$ cat src/rtl/bitwise_stream_reducer.sv
// rtl/bitwise_stream_reducer.sv - valid/ready bitwise AND/OR/XOR/ANDN engine with element-wise and frame-reduction modes
// One registered output stage; frames fold all beats up to in_last with the op latched at frame start.
module bitwise_stream_reducer #(
    parameter int WIDTH = 32,
    parameter int CNT_W = 8
) (
    input  logic             clk,
    input  logic             rst,
    input  logic             in_valid,
    output logic             in_ready,
    input  logic [WIDTH-1:0] in_a,
    input  logic [WIDTH-1:0] in_b,
    input  logic [1:0]       in_op,
    input  logic             in_reduce,
    input  logic             in_last,
    output logic             out_valid,
    input  logic             out_ready,
    output logic [WIDTH-1:0] out_result,
    output logic [CNT_W-1:0] out_count,
    output logic             out_zero,
    output logic             out_ones
);

    localparam logic [1:0] OP_AND  = 2'b00;
    localparam logic [1:0] OP_OR   = 2'b01;
    localparam logic [1:0] OP_XOR  = 2'b10;
    localparam logic [1:0] OP_ANDN = 2'b11;

    localparam logic [CNT_W-1:0] CNT_MAX = '1;
    localparam logic [CNT_W-1:0] CNT_ONE = CNT_W'(1);

    typedef enum logic {
        IDLE  = 1'b0,
        ACCUM = 1'b1
    } state_t;

    state_t           state;
    state_t           state_next;
    logic [WIDTH-1:0] acc;
    logic [WIDTH-1:0] acc_next;
    logic [CNT_W-1:0] cnt;
    logic [CNT_W-1:0] cnt_next;
    logic [1:0]       op_q;
    logic [1:0]       op_next;

    logic             fire;
    logic             load;
    logic [1:0]       eff_op;
    logic [WIDTH-1:0] f_ab;
    logic [WIDTH-1:0] folded;
    logic [CNT_W-1:0] cnt_inc;
    logic [WIDTH-1:0] res_next;
    logic [CNT_W-1:0] cnt_out_next;

    function automatic logic [WIDTH-1:0] apply_op(input logic [1:0] op,
                                                  input logic [WIDTH-1:0] a,
                                                  input logic [WIDTH-1:0] b);
        logic [WIDTH-1:0] r;
        case (op)
            OP_AND:  r = a & b;
            OP_OR:   r = a | b;
            OP_XOR:  r = a ^ b;
            OP_ANDN: r = a & ~b;
            default: r = '0;
        endcase
        return r;
    endfunction

    // ANDN has no associative self-combine; its masked terms are gathered with OR.
    function automatic logic [WIDTH-1:0] combine(input logic [1:0] op,
                                                 input logic [WIDTH-1:0] x,
                                                 input logic [WIDTH-1:0] y);
        logic [WIDTH-1:0] r;
        case (op)
            OP_AND:  r = x & y;
            OP_XOR:  r = x ^ y;
            default: r = x | y;
        endcase
        return r;
    endfunction

    assign in_ready = !out_valid || out_ready;
    assign fire     = in_valid && in_ready;
    assign eff_op   = (state == ACCUM) ? op_q : in_op;
    assign f_ab     = apply_op(eff_op, in_a, in_b);
    assign folded   = combine(op_q, acc, f_ab);
    assign cnt_inc  = (cnt == CNT_MAX) ? cnt : cnt + CNT_ONE;

    always_comb begin
        state_next   = state;
        acc_next     = acc;
        cnt_next     = cnt;
        op_next      = op_q;
        load         = 1'b0;
        res_next     = '0;
        cnt_out_next = '0;
        if (fire) begin
            case (state)
                IDLE: begin
                    if (in_reduce && !in_last) begin
                        acc_next   = f_ab;
                        cnt_next   = CNT_ONE;
                        op_next    = in_op;
                        state_next = ACCUM;
                    end else begin
                        load         = 1'b1;
                        res_next     = f_ab;
                        cnt_out_next = CNT_ONE;
                    end
                end
                ACCUM: begin
                    if (in_last) begin
                        load         = 1'b1;
                        res_next     = folded;
                        cnt_out_next = cnt_inc;
                        acc_next     = '0;
                        cnt_next     = '0;
                        state_next   = IDLE;
                    end else begin
                        acc_next = folded;
                        cnt_next = cnt_inc;
                    end
                end
                default: state_next = IDLE;
            endcase
        end
    end

    always_ff @(posedge clk) begin
        if (rst) begin
            state <= IDLE;
            acc   <= '0;
            cnt   <= '0;
            op_q  <= OP_AND;
        end else begin
            state <= state_next;
            acc   <= acc_next;
            cnt   <= cnt_next;
            op_q  <= op_next;
        end
    end

    // A load while the current result is being popped keeps out_valid high for full throughput.
    always_ff @(posedge clk) begin
        if (rst) begin
            out_valid  <= 1'b0;
            out_result <= '0;
            out_count  <= '0;
            out_zero   <= 1'b1;
            out_ones   <= 1'b0;
        end else if (load) begin
            out_valid  <= 1'b1;
            out_result <= res_next;
            out_count  <= cnt_out_next;
            out_zero   <= (res_next == '0);
            out_ones   <= &res_next;
        end else if (out_ready) begin
            out_valid  <= 1'b0;
        end
    end

endmodule

$ cat config.mk
export PLATFORM = sky130hd
export DESIGN_NAME = bitwise_stream_reducer
export DESIGN_NICKNAME = d
export VERILOG_FILES = /design/src/rtl/bitwise_stream_reducer.sv
export SDC_FILE = /design/constraint.sdc
export NUM_CORES = 1
export LEC_CHECK = 0
export ABC_CLOCK_PERIOD_IN_PS = 4460
export CAP_MARGIN = 10
export CELL_PAD_IN_SITES_DETAIL_PLACEMENT = 0
export CELL_PAD_IN_SITES_GLOBAL_PLACEMENT = 1
export CORE_MARGIN = 2
export CORE_UTILIZATION = 41
export CTS_BUF_LIST = sky130_fd_sc_hd__clkbuf_8
export CTS_CLUSTER_DIAMETER = 150
export DETAILED_ROUTE_END_ITERATION = 8
export PLACE_DENSITY = 0.86
export SYNTH_ARGS = -nofsm -noshare
export SYNTH_HDL_FRONTEND = slang
export SYNTH_SLANG_ARGS = --single-unit
$ cat constraint.sdc
create_clock -name clk -period 4.46 [get_ports clk]
set_input_delay 0.892 -clock clk [delete_from_list [all_inputs] [get_ports clk]]
set_output_delay 0.892 -clock clk [all_outputs]
set_load 0.05 [all_outputs]
==> results of run 1 <==
==> final timing paths <==
kind                                     to  depth (start not counted)                 startpoint
setup / recovery      out_zero$_SDFFE_PP1P_                         14                   in_op[1]
hold / removal    out_count[7]$_SDFFE_PP0P_                          2  out_count[7]$_SDFFE_PP0P_
setup reg to reg      out_zero$_SDFFE_PP1P_                         13         state$_SDFFE_PP0P_
hold reg to reg   out_count[7]$_SDFFE_PP0P_                          2  out_count[7]$_SDFFE_PP0P_
==> layout make-up <==
type | instances | area [um^2]
Timing Repair Buffer | 266 | 2370
Tap cell | 229 | 287
Fill cell | 1646 | 7790
Multi-Input combinational cell | 665 | 4980
Clock buffer | 11 | 151
Inverter | 167 | 627
Sequential cell | 86 | 1720
Clock inverter | 5 | 33.8
==> placed cells by master (no fill, tap or decap), types with 10 or more instances in the layout <==
cell,synthesis,layout
ha_1,100,97
inv_1,165,166
a21oi_1,49,46
xor2_1,32,32
nor3_1,32,32
clkdlybuf4s50_1,0,114
dfxtp_1,86,85
o21ai_1,3,10
nor2_1,108,104
nand2_1,67,67
mux2_2,25,25
o21ai_0,39,32
a211oi_1,37,37
o32ai_1,27,23
a221oi_1,41,33
buf_4,3,143
clkbuf_8,0,11
o311a_1,20,20
==> critical path, cell delays in order <==
cell,delay [ns]
clkdlybuf4s50_1,0.43
mux2i_2,0.25
inv_1,0.14
ha_2,0.28
a221oi_1,0.40
nor2_2,0.11
inv_1,0.07
ha_1,0.22
mux2_4,0.25
o21ai_1,0.17
o32ai_1,0.14
or4_1,0.54
or4_1,0.53
o31ai_2,0.17
==> cells in the mapped netlist (32+ instances only) <==
master | n | area (um^2)
nor3_1 | 32 | 160
a221oi_1 | 41 | 359
ha_1 | 100 | 1250
xor2_1 | 32 | 280
dfxtp_1 | 86 | 1720
nor2_1 | 108 | 405
a211oi_1 | 37 | 278
a21oi_1 | 49 | 245
clkbuf_1 | 37 | 139
nand2_1 | 67 | 251
inv_1 | 165 | 619
o21ai_0 | 39 | 195
==> cells by family after synthesis <==
kind of cell / count (synthesis) / share of synthesized area (%)
flip-flops: 86 / 22.9
XOR/XNOR: 36 / 4.49
multiplexers: 36 / 5.36
adder cells (fa/ha/maj): 100 / 16.6
AND/OR/NAND/NOR: 252 / 14.6
buffers and inverters: 234 / 12.9
AO/OA/AOI/OAI: 241 / 23.1
==> stage by stage <==
| step | setup slack, ns | std cells |
|---|---|---|
| after floorplan | 0.364 | 985 |
| after global placement | -0.165 | 1413 |
| after detailed placement | -0.265 | 1413 |
| after CTS | 0.135 | 1429 |
| after global routing | -0.0196 | 1429 |
| final | 0.176 | 1429 |
==> registers in the layout, indices dropped and copies added, names as in the netlist <==
register,count
acc,32
out_result,32
cnt,8
out_count,8
op_q,2
out_ones,1
out_valid,1
out_zero,1
state,1
==> layer usage <==
metal / vias to the layer above / track usage (%)
li1: 3836 / -
met1: 3676 / 29.6
met2: 186 / 40.6
met3: 39 / 3.48
met4: 0 / 7.60
met5: - / 0
==> where the power goes <==
part / internal [uW] / switching (uW)
combinational: 674 / 764
clock: 233 / 307
sequential: 824 / 32.8
total: 1730 / 1100
==> impl_metrics.yaml, run 1 <==
floorplan:
  rows: 49
  die_y_um: 139
  die_area_um2: 19400
  core_area_um2: 18000
  io_pins: 116
  start_util_pct: 41.9
  die_w_um: 139
yosys:
  synth_edf_count: 0
  ys_seq_area_share_pct: 22.9
  synth_nets: 1157
  synthCells: 985
  async_reset_ff_share_pct: 0
  syn_area_per_cell_um2: 7.64
  synthesis.area_um2: 7520
  synth_warnings: 0
  yosysUniqueCellTypes: 53
  yosys_most_used_dff: "dfxtp_1"
  ys_ff_latch: 86
cells_and_area:
  fin_area_um2: 10200
  diodes: 0
  final_core_util_pct: 56.6
  final_nets: 1367
  synthToLayoutAreaGrowth_pct: 35.2
  drive_above_1_share_pct: 19.3
timing:
  hold_violations: 0
  finalSetupViolations: 0
  worst_pin_slew_ns: 1.17
  tns_ns: 0
  relSlewSlack_pct: 21.9
  max_freq_mhz: 233
  skew_ns: 0.00816
  post-route-period-util_pct: 96.1
  period_needed_ns: 4.28
  slew_violations: 0
  holdWs_ns: 0.462
setup_path:
  crit_fanout: 6
  cp_data_arrival_time_ns: 4.59
  critPathRequiredTime_ns: 4.77
  criticalPathCategory: "primary input to flip-flop"
  crit_path_end_kind: "flip-flop"
  start_kind: "primary input"
  rrSetupSlack_ns: 0.64
route:
  ant_nets: 0
  firstDrtPassIters: 5
  drc: 0
  maxUsedRoutingLayer: "met4"
  route.met2.wl_um: 11100
  wirelength_um: 22800
  drt-initial-drc-count: 559
  met1_length_um: 9990
  vias: 7737
  wl_met3_um: 1110
  via_per_inst: 5.41
  wl_per_cell_um: 15.9
cts:
  h-tree-depth: 3
  cts_resized: 0
  cts_buffer_depth: 2
  numCtsBuffers: 9
  cts_setup_buffers: 0
  cts.sink_count: 86
  clockRootBuffer: "clkbuf_8"
  holdBufCountCts: 0
  cts_tree: "done"
  cts.reportedPaths.clkPinSlew_ns: 0.09
  clock_latency_ns: 0.38
global_routing:
  grt_max_degree: 78
  antenna_found_initial: 0
  grt_pass1_vias: 7497
  grt_pass1_wl_um: 37300
  grt-ovfl-total: 0
  track_usage_pct: 23.3
placed_design:
  portBuffers: 115
  place_area_um2: 9840
  dp_hpwl_um: 16700
  gp_congestion: 0.856
pwr:
  p_total_uw: 2840
  vdd_drop_max_uv: 179
  leakage_uw: 0.00460
  p_per_area_nw_per_um2: 279
worst_hold_path:
  min_path_type: "flip-flop to flip-flop"
flow_run:
  drv_cap: 0
status:
  status: "completed"
Power figures use the tool's default switching activity.
==> inputs of run 2 (changes only) <==
--- a/config.mk
+++ b/config.mk
@@ -14,6 +14,7 @@
 export CTS_BUF_LIST = sky130_fd_sc_hd__clkbuf_8
 export CTS_CLUSTER_DIAMETER = 150
 export DETAILED_ROUTE_END_ITERATION = 8
+export MAX_ROUTING_LAYER = met4
 export PLACE_DENSITY = 0.86
 export SYNTH_ARGS = -nofsm -noshare
 export SYNTH_HDL_FRONTEND = slang
==> impl_metrics.yaml, run 2 (synthesized netlist as in run 1, its figures left out) <==
status:
  status: "completed"
floorplan:
  core_area_um2: 18000
  io_pins: 116
  start_util_pct: 41.9
  die_y_um: 139
  die_area_um2: 19400
  rows: 49
  die_w_um: 139
timing:
  worst_pin_slew_ns: 1.20
  holdWs_ns: 0.462
  relSlewSlack_pct: 19.6
  finalSetupViolations: 0
  setup_ws_ns: 0.187
  period_needed_ns: 4.27
  hold_violations: 0
  post-route-period-util_pct: 95.8
  skew_ns: 0.00700
  max_freq_mhz: 234
  slew_violations: 0
cts:
  h-tree-depth: 3
  holdBufCountCts: 0
  numCtsBuffers: 9
  cts_tree: "done"
  clock_latency_ns: 0.38
  cts_buffer_depth: 2
  clockRootBuffer: "clkbuf_8"
  cts.sink_count: 86
  cts.reportedPaths.clkPinSlew_ns: 0.09
setup_path:
  r2r_cells: 17
  r2r_start: "state$_SDFFE_PP0P_"
  rrSetupSlack_ns: 0.64
  crit_path_end_kind: "flip-flop"
  r2r_end: "out_ones$_SDFFE_PP0P_"
  criticalPathCategory: "primary input to flip-flop"
  cp_data_arrival_time_ns: 4.58
  start_kind: "primary input"
  critPathRequiredTime_ns: 4.77
  crit_fanout: 6
worst_hold_path:
  hp-start: "out_count[7]$_SDFFE_PP0P_"
  min_path_type: "flip-flop to flip-flop"
  holdPathEnd: "out_count[7]$_SDFFE_PP0P_"
  holdPathStages: 2
placed_design:
  dp.cells: 1413
  gp_congestion: 0.870
  dp_hpwl_um: 16700
  place_area_um2: 9840
  portBuffers: 115
  dp_slack_ns: -0.265
pwr:
  p_per_area_nw_per_um2: 279
  p_total_uw: 2830
  leakage_uw: 0.00460
  vdd_drop_max_uv: 179
cells_and_area:
  diodes: 0
  final_cell_mix: "inv_1, buf_4, clkdlybuf4s50_1, nor2_1, ha_1"
  top_regs: "acc x32, out_result x32"
  final_nets: 1367
  layoutNonFillerInstCount: 1429
  drive_above_1_share_pct: 19.3
  synthToLayoutAreaGrowth_pct: 35.2
  final_common_cell: "inv_1"
  fin_area_um2: 10200
global_routing:
  grt_pass1_vias: 7494
  grt-ovfl-total: 0
  grt_max_degree: 78
  track_usage_pct: 24.1
  grt_pass1_wl_um: 37300
  antenna_found_initial: 0
route:
  ant_nets: 0
  firstDrtPassIters: 5
  vias: 7685
  drt-initial-drc-count: 556
  wl_per_cell_um: 15.9
  via_per_inst: 5.38
  wirelength_um: 22800
  drc: 0
flow_run:
  drv_cap: 0
run 2: cell counts in the layout (fill, tap and decap cells not counted):
Identical to the previous run, type by type.
run 2: cell type report:
| type | count | area (um^2) |
|---|---|---|
| clock buffers | 11 | 151 |
| well taps | 229 | 287 |
| flip-flops and latches | 86 | 1720 |
| inverters | 167 | 627 |
| fillers | 1646 | 7790 |
| repair buffers | 266 | 2370 |
| multi-input cells | 665 | 4980 |
| clock inverters | 5 | 33.8 |
run 2: stage by stage:
stage | util, % | setup TNS, ns
5_1_grt | 56.6 | -0.0185
6_report | 56.6 | 0
2_1_floorplan | - | 0
3_3_place_gp | 54.8 | -0.254
3_5_place_dp | 54.8 | -0.471
4_1_cts | 55.8 | 0
run 2: metal layers:
layer | track usage [%] | up-vias | wire, um
li1 | - | 3832 | -
met1 | 29.7 | 3620 | 9850
met2 | 40.6 | 199 | 11100
met3 | 3.79 | 34 | 1210
met4 | 7.28 | 0 | 586
met5 | - | - | 0
run 2: repair_timing:
action                     CTS  global route
gates resized for setup      0            34
hold endpoints to repair     0             0
setup endpoints to repair    0             2
setup buffers                0             0
run 2: worst max path at each step:
stage | start | end | slack [ns] | cells after the start
4_1_cts | in_op[0] | out_zero$_SDFFE_PP1P_ | 0.13 | 15
3_5_place_dp | in_op[0] | out_zero$_SDFFE_PP1P_ | -0.26 | 15
5_1_grt | in_op[1] | out_zero$_SDFFE_PP1P_ | -0.02 | 14
6_report | in_op[1] | out_zero$_SDFFE_PP1P_ | 0.19 | 14
3_3_place_gp | in_op[0] | out_zero$_SDFFE_PP1P_ | -0.16 | 15
2_1_floorplan | op_q[0]$_SDFFE_PP0P_ | out_zero$_SDFFE_PP1P_ | 0.36 | 18
run 2: worst max-delay path, stage by stage:
cell and delay, ns:
clkdlybuf4s50_1 0.43, mux2i_2 0.25, inv_1 0.14, ha_2 0.28
a221oi_1 0.39, nor2_2 0.11, inv_1 0.07, ha_1 0.22
mux2_4 0.25, o21ai_1 0.17, o32ai_1 0.14, or4_1 0.54
or4_1 0.53, o31ai_2 0.17
run 2: power breakdown:
| group | leakage (uW) | internal, uW | total (uW) | switching [uW] |
|---|---|---|---|---|
| Sequential | 0.000706 | 824 | 857 | 32.8 |
| Clock | 0.0000971 | 233 | 540 | 307 |
| Combinational | 0.00380 | 674 | 1440 | 762 |
| Total | 0.00460 | 1730 | 2830 | 1100 |
